[src/rtl/sevenseg_pkg.sv]
// Shared seven-segment definitions: one encode/decode table for the display
// driver and the bus receiver.
package sevenseg_pkg;

    localparam logic [6:0] SEG_0     = 7'h3F;
    localparam logic [6:0] SEG_1     = 7'h06;
    localparam logic [6:0] SEG_2     = 7'h5B;
    localparam logic [6:0] SEG_3     = 7'h4F;
    localparam logic [6:0] SEG_4     = 7'h66;
    localparam logic [6:0] SEG_5     = 7'h6D;
    localparam logic [6:0] SEG_6     = 7'h7D;
    localparam logic [6:0] SEG_7     = 7'h07;
    localparam logic [6:0] SEG_8     = 7'h7F;
    localparam logic [6:0] SEG_9     = 7'h6F;
    localparam logic [6:0] SEG_BLANK = 7'h00;

    localparam logic [3:0] DIGIT_BLANK = 4'hF;

    typedef enum logic {
        WAIT_T = 1'b0,
        WAIT_O = 1'b1
    } frame_state_t;

endpackage

[src/rtl/sevenseg_dec.sv]
// Combinational segment-pattern to digit decoder; all-off decodes to blank,
// anything outside the table is flagged invalid.
module sevenseg_dec
    import sevenseg_pkg::*;
(
    input  logic [6:0] seg,
    output logic [3:0] digit,
    output logic       valid
);

    always_comb begin
        digit = DIGIT_BLANK;
        valid = 1'b1;
        case (seg)
            SEG_0:     digit = 4'd0;
            SEG_1:     digit = 4'd1;
            SEG_2:     digit = 4'd2;
            SEG_3:     digit = 4'd3;
            SEG_4:     digit = 4'd4;
            SEG_5:     digit = 4'd5;
            SEG_6:     digit = 4'd6;
            SEG_7:     digit = 4'd7;
            SEG_8:     digit = 4'd8;
            SEG_9:     digit = 4'd9;
            SEG_BLANK: digit = DIGIT_BLANK;
            default:   valid = 1'b0;
        endcase
    end

endmodule

[src/rtl/sevenseg_rx.sv]
// Receiver for the multiplexed {select, segments} display bus: debounces each
// pattern, decodes it and rebuilds the tens/ones pair.
//
// state  | meaning
// WAIT_T | expecting a tens digit to open a frame
// WAIT_O | tens captured, waiting for the ones digit that completes the frame
module sevenseg_rx
    import sevenseg_pkg::*;
#(
    parameter int unsigned STABLE_N = 2
) (
    input  logic       clk,
    input  logic       reset,
    input  logic [7:0] seg_in,
    output logic [3:0] tens,
    output logic [3:0] ones,
    output logic       tens_vld,
    output logic       ones_vld,
    output logic       pair_stb,
    output logic       err_stb,
    output logic [7:0] err_cnt
);

    localparam logic [3:0] RUN_MAX = 4'(STABLE_N);

    logic [7:0]   s_q;
    logic [3:0]   run_q, run_d;
    logic         same;
    logic         accept;
    logic [7:0]   acc_byte;
    logic [3:0]   dec_digit;
    logic         dec_valid;

    frame_state_t state_q, state_d;
    logic [3:0]   tens_q, tens_d;
    logic [3:0]   ones_q, ones_d;
    logic         tens_vld_q, tens_vld_d;
    logic         ones_vld_q, ones_vld_d;
    logic [7:0]   last_q, last_d;
    logic         last_vld_q, last_vld_d;
    logic [7:0]   err_cnt_q, err_cnt_d;
    logic         pair_stb_q, pair_stb_d;
    logic         err_stb_q, err_stb_d;

    assign same = (seg_in == s_q);

    always_comb begin
        run_d = 4'd1;
        if (same) begin
            run_d = (run_q >= RUN_MAX) ? RUN_MAX : run_q + 4'd1;
        end
    end

    // A saturated run that stays identical is the only way to reach RUN_MAX twice.
    assign accept = (run_d == RUN_MAX) && !(same && (run_q == RUN_MAX));

    // With a one-sample window the accepted byte is the one arriving now; otherwise s_q already holds it.
    assign acc_byte = (STABLE_N == 1) ? seg_in : s_q;

    sevenseg_dec u_dec (
        .seg   (acc_byte[6:0]),
        .digit (dec_digit),
        .valid (dec_valid)
    );

    always_comb begin
        state_d    = state_q;
        tens_d     = tens_q;
        ones_d     = ones_q;
        tens_vld_d = tens_vld_q;
        ones_vld_d = ones_vld_q;
        last_d     = last_q;
        last_vld_d = last_vld_q;
        err_cnt_d  = err_cnt_q;
        pair_stb_d = 1'b0;
        err_stb_d  = 1'b0;
        if (accept) begin
            if (!dec_valid) begin
                err_stb_d = 1'b1;
                state_d   = WAIT_T;
                if (err_cnt_q != 8'hFF) begin
                    err_cnt_d = err_cnt_q + 8'd1;
                end
            end else if (acc_byte[7]) begin
                tens_d     = dec_digit;
                tens_vld_d = 1'b1;
                state_d    = WAIT_O;
            end else begin
                ones_d     = dec_digit;
                ones_vld_d = 1'b1;
                if (state_q == WAIT_O) begin
                    state_d    = WAIT_T;
                    last_d     = {tens_q, dec_digit};
                    last_vld_d = 1'b1;
                    pair_stb_d = !last_vld_q || ({tens_q, dec_digit} != last_q);
                end
            end
        end
    end

    always_ff @(posedge clk) begin
        if (reset) begin
            s_q        <= 8'h00;
            run_q      <= 4'd0;
            state_q    <= WAIT_T;
            tens_q     <= DIGIT_BLANK;
            ones_q     <= DIGIT_BLANK;
            tens_vld_q <= 1'b0;
            ones_vld_q <= 1'b0;
            last_q     <= 8'h00;
            last_vld_q <= 1'b0;
            err_cnt_q  <= 8'h00;
            pair_stb_q <= 1'b0;
            err_stb_q  <= 1'b0;
        end else begin
            s_q        <= seg_in;
            run_q      <= run_d;
            state_q    <= state_d;
            tens_q     <= tens_d;
            ones_q     <= ones_d;
            tens_vld_q <= tens_vld_d;
            ones_vld_q <= ones_vld_d;
            last_q     <= last_d;
            last_vld_q <= last_vld_d;
            err_cnt_q  <= err_cnt_d;
            pair_stb_q <= pair_stb_d;
            err_stb_q  <= err_stb_d;
        end
    end

    assign tens     = tens_q;
    assign ones     = ones_q;
    assign tens_vld = tens_vld_q;
    assign ones_vld = ones_vld_q;
    assign pair_stb = pair_stb_q;
    assign err_stb  = err_stb_q;
    assign err_cnt  = err_cnt_q;

endmodule

[config.mk]
export PLATFORM = sky130hd
export DESIGN_NAME = sevenseg_rx
export DESIGN_NICKNAME = d
export VERILOG_FILES = /design/src/rtl/sevenseg_pkg.sv /design/src/rtl/sevenseg_dec.sv /design/src/rtl/sevenseg_rx.sv
export SDC_FILE = /design/constraint.sdc
export NUM_CORES = 1
export LEC_CHECK = 0
export ABC_AREA = 1
export ABC_CLOCK_PERIOD_IN_PS = 1700
export CORE_AREA = 2 2 87 68
export CTS_CLUSTER_SIZE = 16
export DETAILED_ROUTE_END_ITERATION = 10
export DIE_AREA = 0 0 89 70
export GPL_ROUTABILITY_DRIVEN = 0
export HOLD_SLACK_MARGIN = 0.03
export PLACE_DENSITY_LB_ADDON = 0.1
export SETUP_SLACK_MARGIN = 0.02
export SLEW_MARGIN = 20
export SYNTH_ARGS = -nofsm -noshare
export SYNTH_HDL_FRONTEND = slang
export SYNTH_SLANG_ARGS = --single-unit
[constraint.sdc]
create_clock -name clk -period 1.7 [get_ports clk]
set_input_delay 0.17 -clock clk [delete_from_list [all_inputs] [get_ports clk]]
set_output_delay 0.17 -clock clk [all_outputs]
set_load 0.01 [all_outputs]
==> metrics.csv, run 1 <==
metric,value,unit
grt_max_degree,13,
synth-edff-count,0,
p_leak,1.35,nW
top_level_ports,30,
cap_violations,0,
setup_viol,17,
final_max_slew_viol_count,0,
clkTransAtPathRegs,0.07,ns
wl_per_cell,11.6,µm
end_kind,flop,
grt_use_total,18.5,%
status,finished with violations,
ys.flop_type,dfxtp_1,
drc,0,
ys_seq_area_share,39.8,%
die_x,89,µm
drt-initial-drc-count,95,
rsz0062_at_grt,true,
crit_chain,buf_6 -> xor2_1 -> nor2_1 -> nand2_2 -> nor2_4 -> nand3_4 -> nor2_8 -> nand2_4 -> nand2_1 -> a21oi_1,
irDropWorstVdd,0.455,mV
diodes,0,
antenna_found_initial,0,
cts_tree,done,
clock_sinks,42,
clk_latency,0.29,ns
io_buffers,29,
fin_area,3070,µm²
fp.dieH,70,µm
cts_buffer_depth,2,
dieArea,6230,µm²
synthesis.nets,308,
fillers,538,
cp_max_fo,7,
path_buf_inv,1,
drt_wl_total,5190,µm
yosys_warnings,0,
violations,negative setup slack,
path_delay_family,simple AND/OR/NAND/NOR gates,
fin_crit_sh,101,%
drive_gt1_share,26.7,%
vias_per_cell,4.68,
synth_cell_types,30,
hold_buffers,0,
fmax,0.580,GHz
syn_to_final_growth,45.4,%
hpwl,3700,µm
period_minus_slack,1.72,ns
vias,2102,
drtPass1Iterations,4,
power.density,588,nW/µm²
final_common_cell,nand2_1,
rows,24,
synthCells,295,
hold_viol,0,
synthArstFlopShare,0,%
placed_cell_area,2760,µm²
multiInputGateArea,1250,µm²
crit_path_max_incr_delay,0.37,ns
grt_remaining_overflow,0,
min_path_type,input port to flop,
core_area,5530,µm²
htree_levels,2,
syn_avg_cell_area,7.16,µm²
root_buffer,clkbuf_8,
netlist_area,2110,µm²
grt_pass1_wl,9180,µm
slowest_stage,dfxtp_4,
seqCellArea,856,µm²
nets,384,
synth_seq_cells,42,
crit_arrival,1.90,ns
cts_made_buffers,5,
startpoint_type,flop,
setup_slack,-0.0231,ns
grt_pass1_vias,2048,
final_cell_mix,"62 x nand2_1, 38 x nor2_1, 35 x buf_4",
start_util,38.2,%
crit_required,1.88,ns
pre_cts_ws,-0.255,ns
finalClockSkew,0.00972,ns
drtAntennaViolNets,0,
worstSetupPathType,flop to flop,
==> flip-flops by register name (all words and copies together), names as in the netlist, 4 cells and up <==
name,count
tens,4
acc_byte,8
run_q,4
ones,4
err_cnt,8
last_q,8
==> synthesized netlist by cell type, types with 2 or more instances <==
cell type	n	area (µm²)
nor2_1	39	146
nand2_1	81	304
xnor2_1	4	35.0
nor3_1	3	15.0
dfxtp_1	42	841
xor2_1	11	96.3
nor4_1	2	12.5
nand3_4	3	52.6
a21oi_1	20	100
clkbuf_1	3	11.3
nor2_4	3	33.8
nand4_1	13	81.3
inv_1	30	113
ha_1	3	37.5
nand3_1	23	115
==> worst reg2reg max path, delay by kind of cell (launching register included) <==
| family | cells | cell delay (ns) |
|---|---|---|
| buf+inv | 1 | 0.12 |
| simple gates | 7 | 0.92 |
| flops | 1 | 0.37 |
| xor+xnor | 1 | 0.15 |
| compound gates | 1 | 0.05 |
==> metrics by stage <==
step,hold WS [ns],utilization (%),std cells,total power [mW],setup TNS (ns)
floorplan,0.262,-,295,1.12,0
global placement,0.442,50.0,434,1.20,-4.18
global route,0.443,55.5,449,1.89,-4.20
finish,0.431,55.5,449,1.80,-0.227
detailed placement,0.447,50.0,434,1.20,-5.46
CTS,0.422,54.6,449,1.82,-0.382
==> worst paths after layout <==
kind	from	endpoint	slack, ns	cells after the start
worst max-delay path	acc_byte[6]	last_q[6]	-0.02	10
worst min-delay path	seg_in[3]	acc_byte[3]	0.43	3
worst min register to register	last_vld_q	last_vld_q	0.47	2
worst max register to register	acc_byte[6]	last_q[6]	-0.02	10
==> logic make-up (layout without fill, tap and decap cells) <==
family                   after synthesis  in the layout  synth area share, %
XOR/XNOR                              15             15                 6.22
flip-flops                            42             42                 39.8
buffers and inverters                 37            111                 6.99
other                                  1              1                0.178
adder cells (fa/ha/maj)                3              3                 1.78
AO/OA/AOI/OAI                         24             24                 6.05
AND/OR/NAND/NOR                      173            175                 38.9
==> power breakdown <==
group / switching (mW) / internal, mW / leakage [nW]
clock network: 0.318 / 0.283 / 0.0383
registers: 0.0149 / 0.997 / 0.344
logic: 0.0996 / 0.0919 / 0.964
total: 0.432 / 1.37 / 1.35
==> layout make-up <==
cell class                      count  share of cell area (%)
Multi-Input combinational cell    218                    40.8
Timing Repair Buffer               71                    21.2
Clock buffer                        7                    2.49
Inverter                           33                    4.44
Sequential cell                    42                    27.9
Tap cell                           78                    3.18
==> routing by layer <==
metal	vias to the layer above	global-route usage, %	share of wire [%]
li1	1100	-	-
met3	2	4.26	4.7
met2	49	27.2	43
met5	-	0	0
met1	951	27.2	51
met4	0	4.81	0.42
==> what timing repair did <==
| action | in CTS | in global routing |
|---|---|---|
| endpoints found under the setup margin | 30 | 30 |
| buffers inserted | 6 | 0 |
| gates resized for setup | 36 | 18 |
| cloned | 2 | 0 |
| pin swaps | 20 | 11 |
No activity file was read; power rests on OpenSTA's default activity.
==> run 2, diff against run 1 <==
Settings changed: CAP_MARGIN set to 20, SETUP_SLACK_MARGIN 0.02 to 0.05.
==> run 2 against run 1 <==
Against the previous run:
- the flow still finishes with violations (negative setup slack)
- design area is 0.82% higher
- critical endpoint is now last_q[2]
- sequential share of layout area decreased by 0.23 points
- largest cell class unchanged
- first-iteration DRC count grew 3.2%
- critical path type unchanged
==> metrics.csv, run 2 (same netlist as run 1, synthesis figures left out) <==
metric,value,unit,change
status,finished with violations,,unchanged
violations,negative setup slack,,unchanged
startpoint_type,flop,,unchanged
grt_max_degree,13,,unchanged
rsz0062_at_grt,true,,unchanged
vias,2120,,was 2102
cap_violations,0,,unchanged
io_buffers,29,,unchanged
final_common_cell,nand2_1,,unchanged
clock_sinks,42,,unchanged
setup_slack,-0.0246,ns,was -0.0231 ns
cts_made_buffers,5,,unchanged
irDropWorstVdd,0.456,mV,was 0.455 mV
htree_levels,2,,unchanged
crit_arrival,1.90,ns,about the same
root_buffer,clkbuf_8,,unchanged
fp.dieH,70,µm,unchanged
die_x,89,µm,unchanged
grt_pass1_wl,9250,µm,was 9180 µm
power.density,584,nW/µm²,was 588 nW/µm²
dieArea,6230,µm²,unchanged
final_max_slew_viol_count,0,,unchanged
grt_use_total,18.6,%,was 18.5%
final_cell_mix,"57 x nand2_1, 38 x nor2_1, 35 x buf_4",,"was 62 x nand2_1, 38 x nor2_1, 35 x buf_4"
crit_required,1.87,ns,was 1.88 ns
drive_gt1_share,28.8,%,was 26.7%
grt_pass1_vias,2061,,was 2048
pre_cts_ws,-0.255,ns,unchanged
fin_crit_sh,101,%,about the same
rows,24,,unchanged
antenna_found_initial,0,,unchanged
top_level_ports,30,,unchanged
grt_remaining_overflow,0,,unchanged
placed_cell_area,2760,µm²,unchanged
period_minus_slack,1.72,ns,about the same
p_leak,1.35,nW,about the same
nets,385,,was 384
diodes,0,,unchanged
end_kind,flop,,unchanged
drt_wl_total,5250,µm,was 5190 µm
hold_buffers,0,,unchanged
start_util,38.2,%,unchanged
drtAntennaViolNets,0,,unchanged
drtPass1Iterations,4,,unchanged
core_area,5530,µm²,unchanged
drt-initial-drc-count,98,,was 95
syn_to_final_growth,46.6,%,was 45.4%
cts_buffer_depth,2,,unchanged
wl_per_cell,11.7,µm,was 11.6 µm
hold_viol,0,,unchanged
finalClockSkew,0.00890,ns,was 0.00972 ns
fin_area,3090,µm²,was 3070 µm²
vias_per_cell,4.71,,was 4.68
cts_tree,done,,unchanged
clk_latency,0.29,ns,about the same
cp_max_fo,7,,unchanged
min_path_type,input port to flop,,unchanged
drc,0,,unchanged
clkTransAtPathRegs,0.08,ns,was 0.07 ns
power,1.81,mW,was 1.80 mW
setup_viol,26,,was 17
hpwl,3700,µm,unchanged
fillers,542,,was 538
fmax,0.580,GHz,about the same
worstSetupPathType,flop to flop,,unchanged
## run 2: cell count changes in the layout (fill, tap and decap cells not counted), sizes merged
cell / before / now
buf: 42 / 43
## run 2: cell type report
cell class              count  area, µm²  area share [%]
flip-flops and latches     42        856            27.7
clock buffers               7       76.3            2.47
well taps                  78       97.6            3.15
inverters                  33        136            4.41
multi-input cells         218       1270            41.2
repair buffers             72        654            21.1
## run 2: final timing paths
kind | depth (start not counted) | slack (ns) | from | endpoint
setup reg to reg | 10 | -0.02 | acc_byte[6] | last_q[2]
setup / recovery | 10 | -0.02 | acc_byte[6] | last_q[2]
hold reg to reg | 2 | 0.47 | last_q[7] | last_q[7]
hold / removal | 3 | 0.43 | seg_in[3] | acc_byte[3]
## run 2: layer usage
layer	part of all wire [%]	vias up	routed length, µm	track usage (%)
met5	0	-	0	0
met4	0.42	0	22	4.81
met3	3.8	2	200	4.26
met2	43	43	2260	27.6
met1	53	976	2770	27.2
li1	-	1099	-	-
## run 2: critical path: stages (launching register included)
cell and delay (ns):
dfxtp_4 0.37, buf_6 0.12, xor2_1 0.15, nor2_1 0.12, nand2_2 0.09, nor2_4 0.11
nand3_4 0.19, nor2_8 0.23, nand2_4 0.10, nand2_2 0.07, a21oi_1 0.05
## run 2: where the power goes
group          leakage [nW]  internal [mW]  switching (mW)  total (mW)
clock network        0.0383          0.283           0.317       0.600
logic                 0.969         0.0931           0.101       0.195
registers             0.344          0.997          0.0154        1.01
total                  1.35           1.37           0.434        1.81
## run 2: per-stage QoR
stage	setup TNS, ns	cells	hold WS [ns]	utilization, %
after CTS	-0.385	450	0.422	54.8
after global placement	-4.18	434	0.442	50.0
after floorplan	0	295	0.262	-
after detailed placement	-5.46	434	0.447	50.0
after global routing	-4.28	450	0.443	56.0
final	-0.424	450	0.430	56.0
## run 2: repair_timing
action                                  CTS  global route
pin swaps                                23             8
resized for setup                        38            23
cloned                                    3             0
setup buffers                             6             0
hold endpoints to repair                  0             0
endpoints found under the setup margin   30            30
==> run 3, diff against run 2 <==
Settings changed: CORE_AREA 2 2 87 68 to 2 2 82 60, DIE_AREA 0 0 89 70 to 0 0 84 62.
==> run 3 against run 2 <==
Against the previous run:
- the flow still finishes with violations (negative setup slack)
- clock power up 11%
- flip-flop and latch count unchanged
- count of clock-buffer cells in the layout unchanged
- register-to-register slack worse by 0.03 ns
- wire length down 3.9%
==> metrics.csv, run 3 (same netlist as run 1, synthesis figures left out) <==
metric,value,unit,change
r2r-start,acc_byte[6],,unchanged
min_to,acc_byte[6],,was acc_byte[3]
placed_cell_area,2700,µm²,was 2760 µm²
final_common_cell,nand2_1,,unchanged
worstSetupPathType,flop to flop,,unchanged
drtAntennaViolNets,0,,unchanged
status,finished with violations,,unchanged
rows,21,,was 24
diodes,0,,unchanged
worstReg2RegEnd,last_q[4],,was last_q[2]
grt_remaining_overflow,0,,unchanged
irDropWorstVdd,0.486,mV,was 0.456 mV
hold_slack,0.435,ns,was 0.430 ns
end_kind,flop,,unchanged
cts_buffer_depth,2,,unchanged
fin_util,66.6,%,was 56.0%
finalClockSkew,0.00858,ns,was 0.00890 ns
root_buffer,clkbuf_8,,unchanged
crit_required,1.88,ns,was 1.87 ns
start_util,46.4,%,was 38.2%
cp_max_fo,6,,was 7
crit_path_max_incr_delay,0.37,ns,about the same
min_path_type,input port to flop,,unchanged
final_cell_mix,"65 x nand2_1, 38 x nor2_1, 37 x dfxtp_1",,"was 57 x nand2_1, 38 x nor2_1, 35 x buf_4"
drive_gt1_share,25.3,%,was 28.8%
hpwl,3540,µm,was 3700 µm
grt_use_total,20.4,%,was 18.6%
power,1.87,mW,was 1.81 mW
slowest_stage,dfxtp_4,,unchanged
vias_per_cell,4.94,,was 4.71
min_path_cells,3,,unchanged
fmax,0.570,GHz,was 0.580 GHz
fin_tns_setup,-0.697,ns,was -0.424 ns
worstHoldStart,seg_in[6],,was seg_in[3]
setup_slack,-0.0546,ns,was -0.0246 ns
top_level_ports,30,,unchanged
io_buffers,29,,unchanged
antenna_found_initial,0,,unchanged
cts_made_buffers,5,,unchanged
cts_tree,done,,unchanged
grt_max_degree,32,,was 13
cap_violations,0,,unchanged
setup_viol,26,,unchanged
p_leak,1.34,nW,was 1.35 nW
fillers,402,,was 542
wl_per_cell,11.9,µm,was 11.7 µm
drt-initial-drc-count,120,,was 98
clk_latency,0.29,ns,about the same
dp.cells,408,,was 434
r2r_slack,-0.05,ns,was -0.02 ns
final_max_slew_viol_count,0,,unchanged
hold_buffers,0,,unchanged
fp.dieH,62,µm,was 70 µm
hold_viol,0,,unchanged
drt_wl_total,5040,µm,was 5250 µm
dieArea,5210,µm²,was 6230 µm²
reg2reg_depth,10,,unchanged
drc,0,,unchanged
vias,2098,,was 2120
syn_to_final_growth,43.5,%,was 46.6%
drtPass1Iterations,4,,unchanged
crit_arrival,1.94,ns,was 1.90 ns
nets,380,,was 385
grt_pass1_wl,8290,µm,was 9250 µm
fin_crit_sh,103,%,was 101%
rsz0062_at_grt,true,,unchanged
violations,negative setup slack,,unchanged
die_x,84,µm,was 89 µm
grt_pass1_vias,1757,,was 2061
fin_cells,425,,was 450
htree_levels,2,,unchanged
power.density,616,nW/µm²,was 584 nW/µm²
clkTransAtPathRegs,0.08,ns,about the same
pre_cts_ws,-0.205,ns,was -0.255 ns
startpoint_type,flop,,unchanged
period_minus_slack,1.75,ns,was 1.72 ns
clock_sinks,42,,unchanged
fin_area,3030,µm²,was 3090 µm²
core_area,4550,µm²,was 5530 µm²
crit_chain,buf_6 -> xor2_1 -> nor2_1 -> nand2_2 -> nor2_4 -> nand3_4 -> nor2_8 -> nand2_4 -> nand2_1 -> a21oi_1,,was buf_6 -> xor2_1 -> nor2_1 -> nand2_2 -> nor2_4 -> nand3_4 -> nor2_8 -> nand2_4 -> nand2_2 -> a21oi_1
## run 3: changes by cell type in the layout (fill, tap and decap cells not counted), sizes merged
cell / delta
buf: -5
clkinv: +1
## run 3: timing repair
action                                  in CTS  in global routing
pin swaps                                   15                 21
resized for setup                           29                 18
hold endpoints to repair                     0                  0
setup buffers                                4                  2
endpoints found under the setup margin      29                 30
gates cloned                                 3                  0
## run 3: report_power, final
part	total [mW]	internal, mW	switching (mW)
logic	0.189	0.0903	0.0983
clock network	0.668	0.328	0.340
registers	1.01	0.996	0.0156
total	1.87	1.41	0.454
## run 3: worst max-delay path: cells and delay by family (launching register included)
kind	cells	cell delay, ns
simple gates	7	0.95
buf+inv	1	0.12
compound gates	1	0.05
flops	1	0.37
xor+xnor	1	0.15
## run 3: routing by layer
layer	part of all wire, %	track usage [%]
met1	51	29.3
met5	0	0
met4	0.67	6.22
met2	44	31.3
met3	4.9	4.10
## run 3: final cells by class
class	count	area (µm²)	share of cell area [%]
clock buffer	7	86.3	2.85
clock inverter	1	5.00	0.165
inverter	33	134	4.42
multi-input combinational	218	1250	41.4
sequential	42	852	28.1
tap	57	71.3	2.35
timing repair buffer	67	626	20.7
## run 3: worst max path at each step
stage                     end   startpoint  cells past startpoint  slack, ns
finish              last_q[4]  acc_byte[6]                     10      -0.05
global route         tens_vld  acc_byte[6]                     11      -0.21
CTS                 last_q[2]  acc_byte[4]                     10      -0.03
detailed placement    ones[0]    seg_in[0]                     10      -0.20
global placement      ones[2]    seg_in[0]                     10      -0.19
floorplan             ones[0]     run_q[0]                     10       0.06
